File: src/rtl/fetch_redirect_ctrl.sv
// fetch_redirect_ctrl: arbitrates Ex jumps, Clint traps, Mem stalls and load-use holds
// into the shared HoldFlag/JumpAddr buses, buffering jumps that arrive during a stall.
module fetch_redirect_ctrl #(
    parameter int ADDR_W       = 64,
    parameter int TRAP_TIMEOUT = 255
) (
    input  logic              Clk,
    input  logic              Rst,
    input  logic              JumpFlagFromEx,
    input  logic [ADDR_W-1:0] JumpAddrFromEx,
    input  logic              LoadUseFromId,
    input  logic              MemBusyFromMem,
    input  logic              TrapReqFromClint,
    input  logic [ADDR_W-1:0] TrapAddrFromClint,
    input  logic              HoldFlagEndFromClint,
    output logic [2:0]        HoldFlagToPipe,
    output logic [ADDR_W-1:0] JumpAddrToPc,
    output logic              TrapAckToClint,
    output logic              TrapTimeout
);
    typedef enum logic [1:0] {IDLE, MEM_STALL, TRAP_WAIT} state_t;

    localparam logic [7:0] TMO = 8'(TRAP_TIMEOUT);

    state_t            state_q, state_d;
    logic              pend_v_q, pend_v_d;
    logic [ADDR_W-1:0] pend_q, pend_d;
    logic [ADDR_W-1:0] trap_q, trap_d;
    logic [7:0]        cnt_q, cnt_d, cnt_inc;
    logic              tmo_q, tmo_d;
    logic [2:0]        hold;
    logic [ADDR_W-1:0] addr;
    logic              ack;

    assign cnt_inc = (cnt_q == 8'hFF) ? cnt_q : cnt_q + 8'd1;

    always_comb begin
        state_d  = state_q;
        pend_v_d = pend_v_q;
        pend_d   = pend_q;
        trap_d   = trap_q;
        cnt_d    = '0;
        tmo_d    = tmo_q;
        hold     = 3'b000;
        addr     = '0;
        ack      = 1'b0;
        case (state_q)
            IDLE: begin
                if (TrapReqFromClint && !MemBusyFromMem) begin
                    hold    = 3'b011;
                    addr    = TrapAddrFromClint;
                    ack     = 1'b1;
                    trap_d  = TrapAddrFromClint;
                    state_d = TRAP_WAIT;
                end else if (MemBusyFromMem) begin
                    hold    = 3'b100;
                    state_d = MEM_STALL;
                    if (JumpFlagFromEx) begin
                        pend_v_d = 1'b1;
                        pend_d   = JumpAddrFromEx;
                    end
                end else if (JumpFlagFromEx) begin
                    hold = 3'b001;
                    addr = JumpAddrFromEx;
                end else if (LoadUseFromId) begin
                    hold = 3'b010;
                end
            end
            MEM_STALL: begin
                if (MemBusyFromMem) begin
                    hold = 3'b100;
                    // first jump seen during the stall wins
                    if (JumpFlagFromEx && !pend_v_q) begin
                        pend_v_d = 1'b1;
                        pend_d   = JumpAddrFromEx;
                    end
                end else begin
                    pend_v_d = 1'b0;
                    state_d  = IDLE;
                    if (TrapReqFromClint) begin
                        hold    = 3'b011;
                        addr    = TrapAddrFromClint;
                        ack     = 1'b1;
                        trap_d  = TrapAddrFromClint;
                        state_d = TRAP_WAIT;
                    end else if (pend_v_q) begin
                        hold = 3'b001;
                        addr = pend_q;
                    end
                end
            end
            TRAP_WAIT: begin
                hold = 3'b011;
                addr = trap_q;
                if (HoldFlagEndFromClint) begin
                    state_d = IDLE;
                end else if (cnt_inc >= TMO) begin
                    tmo_d   = 1'b1;
                    state_d = IDLE;
                end else begin
                    cnt_d = cnt_inc;
                end
            end
            default: state_d = IDLE;
        endcase
    end

    // reset forces the flush-all code immediately, independent of the clock
    assign HoldFlagToPipe = Rst ? hold : 3'b111;
    assign JumpAddrToPc   = Rst ? addr : '0;
    assign TrapAckToClint = Rst & ack;
    assign TrapTimeout    = tmo_q;

    always_ff @(posedge Clk or negedge Rst) begin
        if (!Rst) begin
            state_q  <= IDLE;
            pend_v_q <= 1'b0;
            pend_q   <= '0;
            trap_q   <= '0;
            cnt_q    <= '0;
            tmo_q    <= 1'b0;
        end else begin
            state_q  <= state_d;
            pend_v_q <= pend_v_d;
            pend_q   <= pend_d;
            trap_q   <= trap_d;
            cnt_q    <= cnt_d;
            tmo_q    <= tmo_d;
        end
    end
endmodule

File: config.mk
export PLATFORM = sky130hd
export DESIGN_NAME = fetch_redirect_ctrl
export DESIGN_NICKNAME = d
export VERILOG_FILES = /design/src/rtl/fetch_redirect_ctrl.sv
export SDC_FILE = /design/constraint.sdc
export NUM_CORES = 1
export LEC_CHECK = 0
export CORE_ASPECT_RATIO = 0.7
export CORE_MARGIN = 2
export CORE_UTILIZATION = 46
export CTS_CLUSTER_DIAMETER = 200
export DETAILED_ROUTE_END_ITERATION = 10
export PLACE_DENSITY = 0.78
export SYNTH_ARGS = -nofsm -noshare
export SYNTH_HDL_FRONTEND = slang
export SYNTH_SLANG_ARGS = --single-unit
File: constraint.sdc
create_clock -name Clk -period 1.6 [get_ports Clk]
set_input_delay 0.24 -clock Clk [delete_from_list [all_inputs] [get_ports Clk]]
set_output_delay 0.24 -clock Clk [all_outputs]
set_load 0.01 [all_outputs]
==> results of run 1 <==
==> cell usage in the layout (no fill, tap or decap), drive strengths merged, types with 3 or more instances in the layout <==
cell type / synthesis / routed
nor2b: 4 / 4
o32ai: 64 / 64
nand2: 11 / 11
a21oi: 6 / 6
nand3: 6 / 6
mux2: 128 / 128
dfrtp: 140 / 140
dlygate4sd3: 0 / 6
clkdlybuf4s50: 0 / 130
clkdlybuf4s15: 0 / 7
a22oi: 65 / 65
and2: 65 / 65
nor2: 74 / 74
clkbuf: 29 / 37
o21ai: 5 / 5
a221oi: 64 / 64
buf: 51 / 261
nand2b: 3 / 3
==> flip-flops by register name (all words and copies together) (netlist names) <==
signal	count
TrapTimeout	1
cnt_q	8
pend_q	64
pend_v_q	1
state_q	2
trap_q	64
==> synth_stat cells, drive strengths merged, types with 2 or more instances <==
cell type  count
and4           2
dfrtp        140
nor3b          2
and2          65
a221oi        64
nand4          2
and3           2
nand2         11
a21oi          6
clkbuf        29
nor2b          4
a22oi         65
nand3          6
mux2         128
nand2b         3
o21ai          5
o211ai         2
buf           51
o32ai         64
nor2          74
==> power groups by stage <==
stage	clock network [mW]	logic (mW)	registers, mW
5_1_grt	4.15	4.53	4.89
4_1_cts	3.96	3.76	4.73
6_report	3.97	4.33	4.84
3_5_place_dp	0	3.38	4.74
3_3_place_gp	0	3.29	4.69
2_1_floorplan	0	1.84	4.62
==> layer usage <==
layer / global-route usage / share of wire / vias up
met5: 0 / 0 / -
met4: 0.115 / 0.038 / 0
met3: 0.0788 / 0.093 / 112
met2: 0.529 / 0.48 / 549
met1: 0.425 / 0.39 / 4375
li1: - / - / 3618
==> final timing paths <==
| kind | depth (start not counted) | end |
|---|---|---|
| max reg2reg | 8 | pend_q[22] |
| min reg2reg | 1 | trap_q[47] |
| min | 3 | trap_q[59] |
| max | 8 | JumpAddrToPc[46] |
| max in group asynchronous | 4 | pend_q[25] |
| min in group Clk | 4 | pend_v_q |
==> cell families (layout without fill, tap and decap cells) <==
kind of cell,count (synthesis),after routing,synth area share
AOI/OAI and AO/OA,212,212,0.238
and+or+nand+nor,174,174,0.108
DFF,140,140,0.419
muxes,129,129,0.174
buffers and inverters,81,451,0.0572
xor gates and xnor gates,2,2,0.00210
adders and majority gates,1,1,0.00150
other,0,2,0
==> cell type report <==
class	count	area (um2)	area share
Multi-Input combinational cell	518	5290	0.376
Timing Repair Buffer	419	4380	0.311
Sequential cell	140	3510	0.249
Clock buffer	25	495	0.0352
Tap cell	236	295	0.0210
Clock inverter	6	85.1	0.00605
Inverter	1	11.3	0.000800
Antenna cell	2	5.00	0.000356
==> worst min-delay path, cell delays in order <==
cell,delay [ns]
buf_6,0.13
buf_4,0.22
buf_4,0.17
==> metrics by stage <==
stage / hold slack, ns / setup slack, ns / TNS, ns / instance area, um2 / instances
finish: 0.0282 / -0.720 / -90.62 / 14100 / 1347
global route: 0.0224 / -0.777 / -99.06 / 14100 / 1345
floorplan: -0.0556 / -0.0382 / -0.699 / 8380 / 739
global placement: 0.227 / -1.15 / -141.64 / 11700 / 1239
detailed placement: 0.226 / -1.17 / -147.10 / 11700 / 1239
CTS: 0.000485 / -0.688 / -76.13 / 13100 / 1314
==> what timing repair did <==
item | CTS | global route
cloned | 12 | 12
endpoints found under the hold margin | 56 | 0
pin swaps | 68 | 84
endpoints found under the setup margin | 203 | 206
buffers inserted | 26 | 22
hold buffers | 6 | 0
gates resized for setup | 335 | 150
==> metrics.csv, run 1 <==
metric;value;unit
most used cell, CP;buf_12;
crit path DAT;2.08;ns
Max clock buf depth;2;
Power Dens Cells;934;mW/mm2
worst clock skew;0.00801;ns
DPL Wire Length;18400;um
failing checks;setup timing;
layout cells sized above 1;0.547;
Pint;9.22;mW
GRT Overall Usage;0.324;
largest net degree at the start of global routing;33;
row cnt;41;
DRT Pass-1 Iters;7;
RSZ-0062 raised after global routing;true;
Logic pwr share;0.329;
clock-pin transition on the worst setup and hold timing paths;0.06;ns
DRC;0;
Crit path buffers/inverters;4;
Hold Crit Class;in -> async;
Switching Power;3.93;mW
final setup margin;-0.720;ns
ys async rst share;1.00;
CTS root buffer;clkbuf_16;
Ports;204;
Max Freq;431;MHz
final wirelength;34600;um
chip height;117;um
Worst R2R Setup Slack;-0.46;ns
Clock power frac;0.302;
Avg Cell Area, Syn;11.3;um2
Hold Violations, Final;0;
period utilisation layout;1.45;
post-synth top area share;0.419;
ANT nets after route;0;
Post-Synthesis Cells;739;
crit end category;output port;
final net count;1233;
Port Buffers;203;
total grt overflow;0;
post-synth top area cell;dfrtp_1;
Max Cap Violations;0;
Vias/cell;6.42;
sequential share of power;0.369;
Clock Latency Late Sink;0.43;ns
kind of critical path;reg -> out;
largest fanout on the critical path;6;
Pleak;5.82;nW
die footprint;0.0193;mm2
syn_nets;875;
# setup viols final;204;
First DRT Iteration DRCs;920;
initial antenna violation count;2;
vias in the first global route;8491;
worst vdd ir;0.640;mV
Netlist cell types;47;
Initial Utilization;0.467;
relative slew slack;0.439;
Startpoint Class;flop;
Vias;8654;
CTS Buf Count;17;
DR WL/cell;25.7;um
sequential fraction of the synthesis area;0.419;
synth-to-layout area growth;68.4;%
total power;13.1;mW
ranking of synthesized cells by area;dfrtp_1 42%, mux2_2 16%, a221oi_2 7.2%, o32ai_1 6.7%, a22oi_1 5.8%;
crit path time final;2.32;ns
TritonCTS clock tree;done;
CP startpoint;pend_v_q;
switching share of power;0.299;
outcome;finished, violations left;
Critical Path RT;1.36;ns
CP max-delay cell;dfrtp_1;
Worst Max-Slew Pin Slew;0.838;ns
Post-synth EDFFs;0;
H-Tree Depth;4;
Ys Warns;0;
utilization after layout;0.786;
final slew viol count;0;
Filler cells;1010;
Die Wd;165;um
GP Congestion;0.843;
global-route wire length before repair;47300;um
Critical Path Max Stage Delay;0.37;ns
Crit path max-delay family;buffers and inverters;
ys flop type;dfrtp_1;
synthesized area;0.00835;mm2
total core area;0.0179;mm2
RR Startpoint;state_q[1];
CP Cell Sequence;nor3b_4 > buf_12 > buf_12 > buf_12 > a22oi_2 > o32ai_2 > and2_1 > buf_2;
clk sinks;140;
#FFs+latches synth;140;
(Power assumes the default switching activity.)
==> run 2, diff against run 1 <==
- TNS_END_PERCENT: not set -> 10
==> metrics.csv, run 2 (synthesis gave the netlist of run 1 again) <==
metric;value;unit
outcome;finished, violations left;
failing checks;setup timing;
CTS root buffer;clkbuf_16;
Max clock buf depth;2;
Critical Path RT;1.36;ns
CP Cell Sequence;nor3b_4 > buf_12 > buf_16 > a22oi_2 > o32ai_2 > and2_1 > buf_2;
Storage cell area;0.00351;mm2
RSZ-0062 raised after global routing;true;
Clock Latency Late Sink;0.42;ns
Vias;8497;
relative slew slack;0.649;
First DRT Iteration DRCs;785;
die footprint;0.0193;mm2
final net count;1225;
R2R cell count;8;
most common cell after layout, fill and taps aside;dfrtp_1;
largest registers;pend_q (64), trap_q (64), cnt_q (8);
setup_tns;-79.78;ns
Hold Crit Class;in -> reg;
Worst Max-Slew Pin Slew;0.526;ns
crit path time final;2.28;ns
DRT Pass-1 Iters;5;
Filler cells;1006;
RR Startpoint;state_q[1];
final setup margin;-0.682;ns
utilization after layout;0.774;
global-route wire length before repair;48700;um
depth of the worst hold-timing path;4;
crit end category;output port;
Startpoint Class;flop;
Vias/cell;6.34;
most frequent cells in the layout;138 x dfrtp_1, 130 x clkdlybuf4s50_1, 121 x buf_4;
DPL Wire Length;18400;um
Critical Path Max Stage Delay;0.36;ns
worst vdd ir;0.840;mV
Max Freq;438;MHz
# setup viols final;205;
chip height;117;um
H-Tree Depth;4;
total grt overflow;0;
kind of critical path;reg -> out;
row cnt;41;
area of the multi-input gates;0.00511;mm2
largest fanout on the critical path;8;
CTS Buf Count;17;
largest net degree at the start of global routing;35;
clock-pin transition on the worst setup and hold timing paths;0.06;ns
GP Congestion;0.860;
Power Dens Cells;953;mW/mm2
Hold Violations, Final;0;
Initial Utilization;0.467;
crit path DAT;2.04;ns
CP max-delay cell;dfrtp_1;
final wirelength;33700;um
GRT Overall Usage;0.334;
DRC;0;
Area after DPL;0.0118;mm2
fin area;0.0139;mm2
layout cells sized above 1;0.519;
Ports;204;
Die Wd;165;um
Port Buffers;203;
synth-to-layout area growth;65.9;%
DR WL/cell;25.2;um
initial antenna violation count;1;
TritonCTS clock tree;done;
total core area;0.0179;mm2
period utilisation layout;1.43;
worst clock skew;0.0114;ns
ANT nets after route;0;
Worst R2R End;pend_q[21];
Hold Startpoint;JumpFlagFromEx;
Worst Hold End;pend_v_q;
CP startpoint;pend_v_q;
vias in the first global route;8752;
Worst R2R Setup Slack;-0.58;ns
Pleak;5.73;nW
final slew viol count;0;
Max Cap Violations;0;
clk sinks;140;
run 2: per-layer routing:
layer,track usage,wire length [um],vias up
met5,0,0,-
met4,0.151,1190,0
li1,-,-,3608
met1,0.432,13900,4321
met3,0.0661,2510,97
met2,0.547,16100,471
run 2: where the power goes:
part	leakage, nW	internal (mW)	switching (mW)	total [mW]
registers	1.67	4.30	0.515	4.82
logic	3.76	2.36	1.81	4.17
clock network	0.307	2.59	1.63	4.23
run 2: worst max-delay path by stage:
stage | endpoint | depth (start not counted)
after floorplan | cnt_q[5] | 6
after global placement | JumpAddrToPc[24] | 9
after detailed placement | JumpAddrToPc[30] | 8
after CTS | JumpAddrToPc[1] | 8
after global routing | JumpAddrToPc[58] | 7
final | JumpAddrToPc[58] | 7
run 2: per-stage QoR:
step / setup slack, ns / hold slack, ns / cells / power [mW]
6_report: -0.682 / 0.375 / 1340 / 13.2
5_1_grt: -0.722 / 0.373 / 1339 / 13.7
4_1_cts: -0.631 / 0.354 / 1330 / 12.7
3_5_place_dp: -1.22 / 0.296 / 1248 / 8.13
3_3_place_gp: -1.17 / 0.301 / 1248 / 8.00
2_1_floorplan: -0.0384 / -0.0556 / 739 / 6.45
run 2: area by class of cell:
| class | count | share of cell area |
|---|---|---|
| Clock buffer | 20 | 0.0337 |
| Multi-Input combinational cell | 518 | 0.369 |
| Timing Repair inverter | 1 | 0.000632 |
| Antenna cell | 2 | 0.000361 |
| Inverter | 1 | 0.000812 |
| Clock inverter | 12 | 0.0116 |
| Sequential cell | 140 | 0.253 |
| Timing Repair Buffer | 410 | 0.310 |
| Tap cell | 236 | 0.0213 |
run 2: worst max-delay path, delay by kind of cell, from the launching register on:
family	cells	cell delay (ns)
buffers and inverters	3	0.50
DFF	1	0.36
and+or+nand+nor	2	0.51
AOI/OAI and AO/OA	2	0.24
run 2: what timing repair did:
item	4_1_cts	5_1_grt
endpoints found under the hold margin	31	0
pin swaps	122	45
setup buffers	24	7
cloned	18	3
gates resized for setup	383	74
hold buffers	8	0
endpoints found under the setup margin	206	205
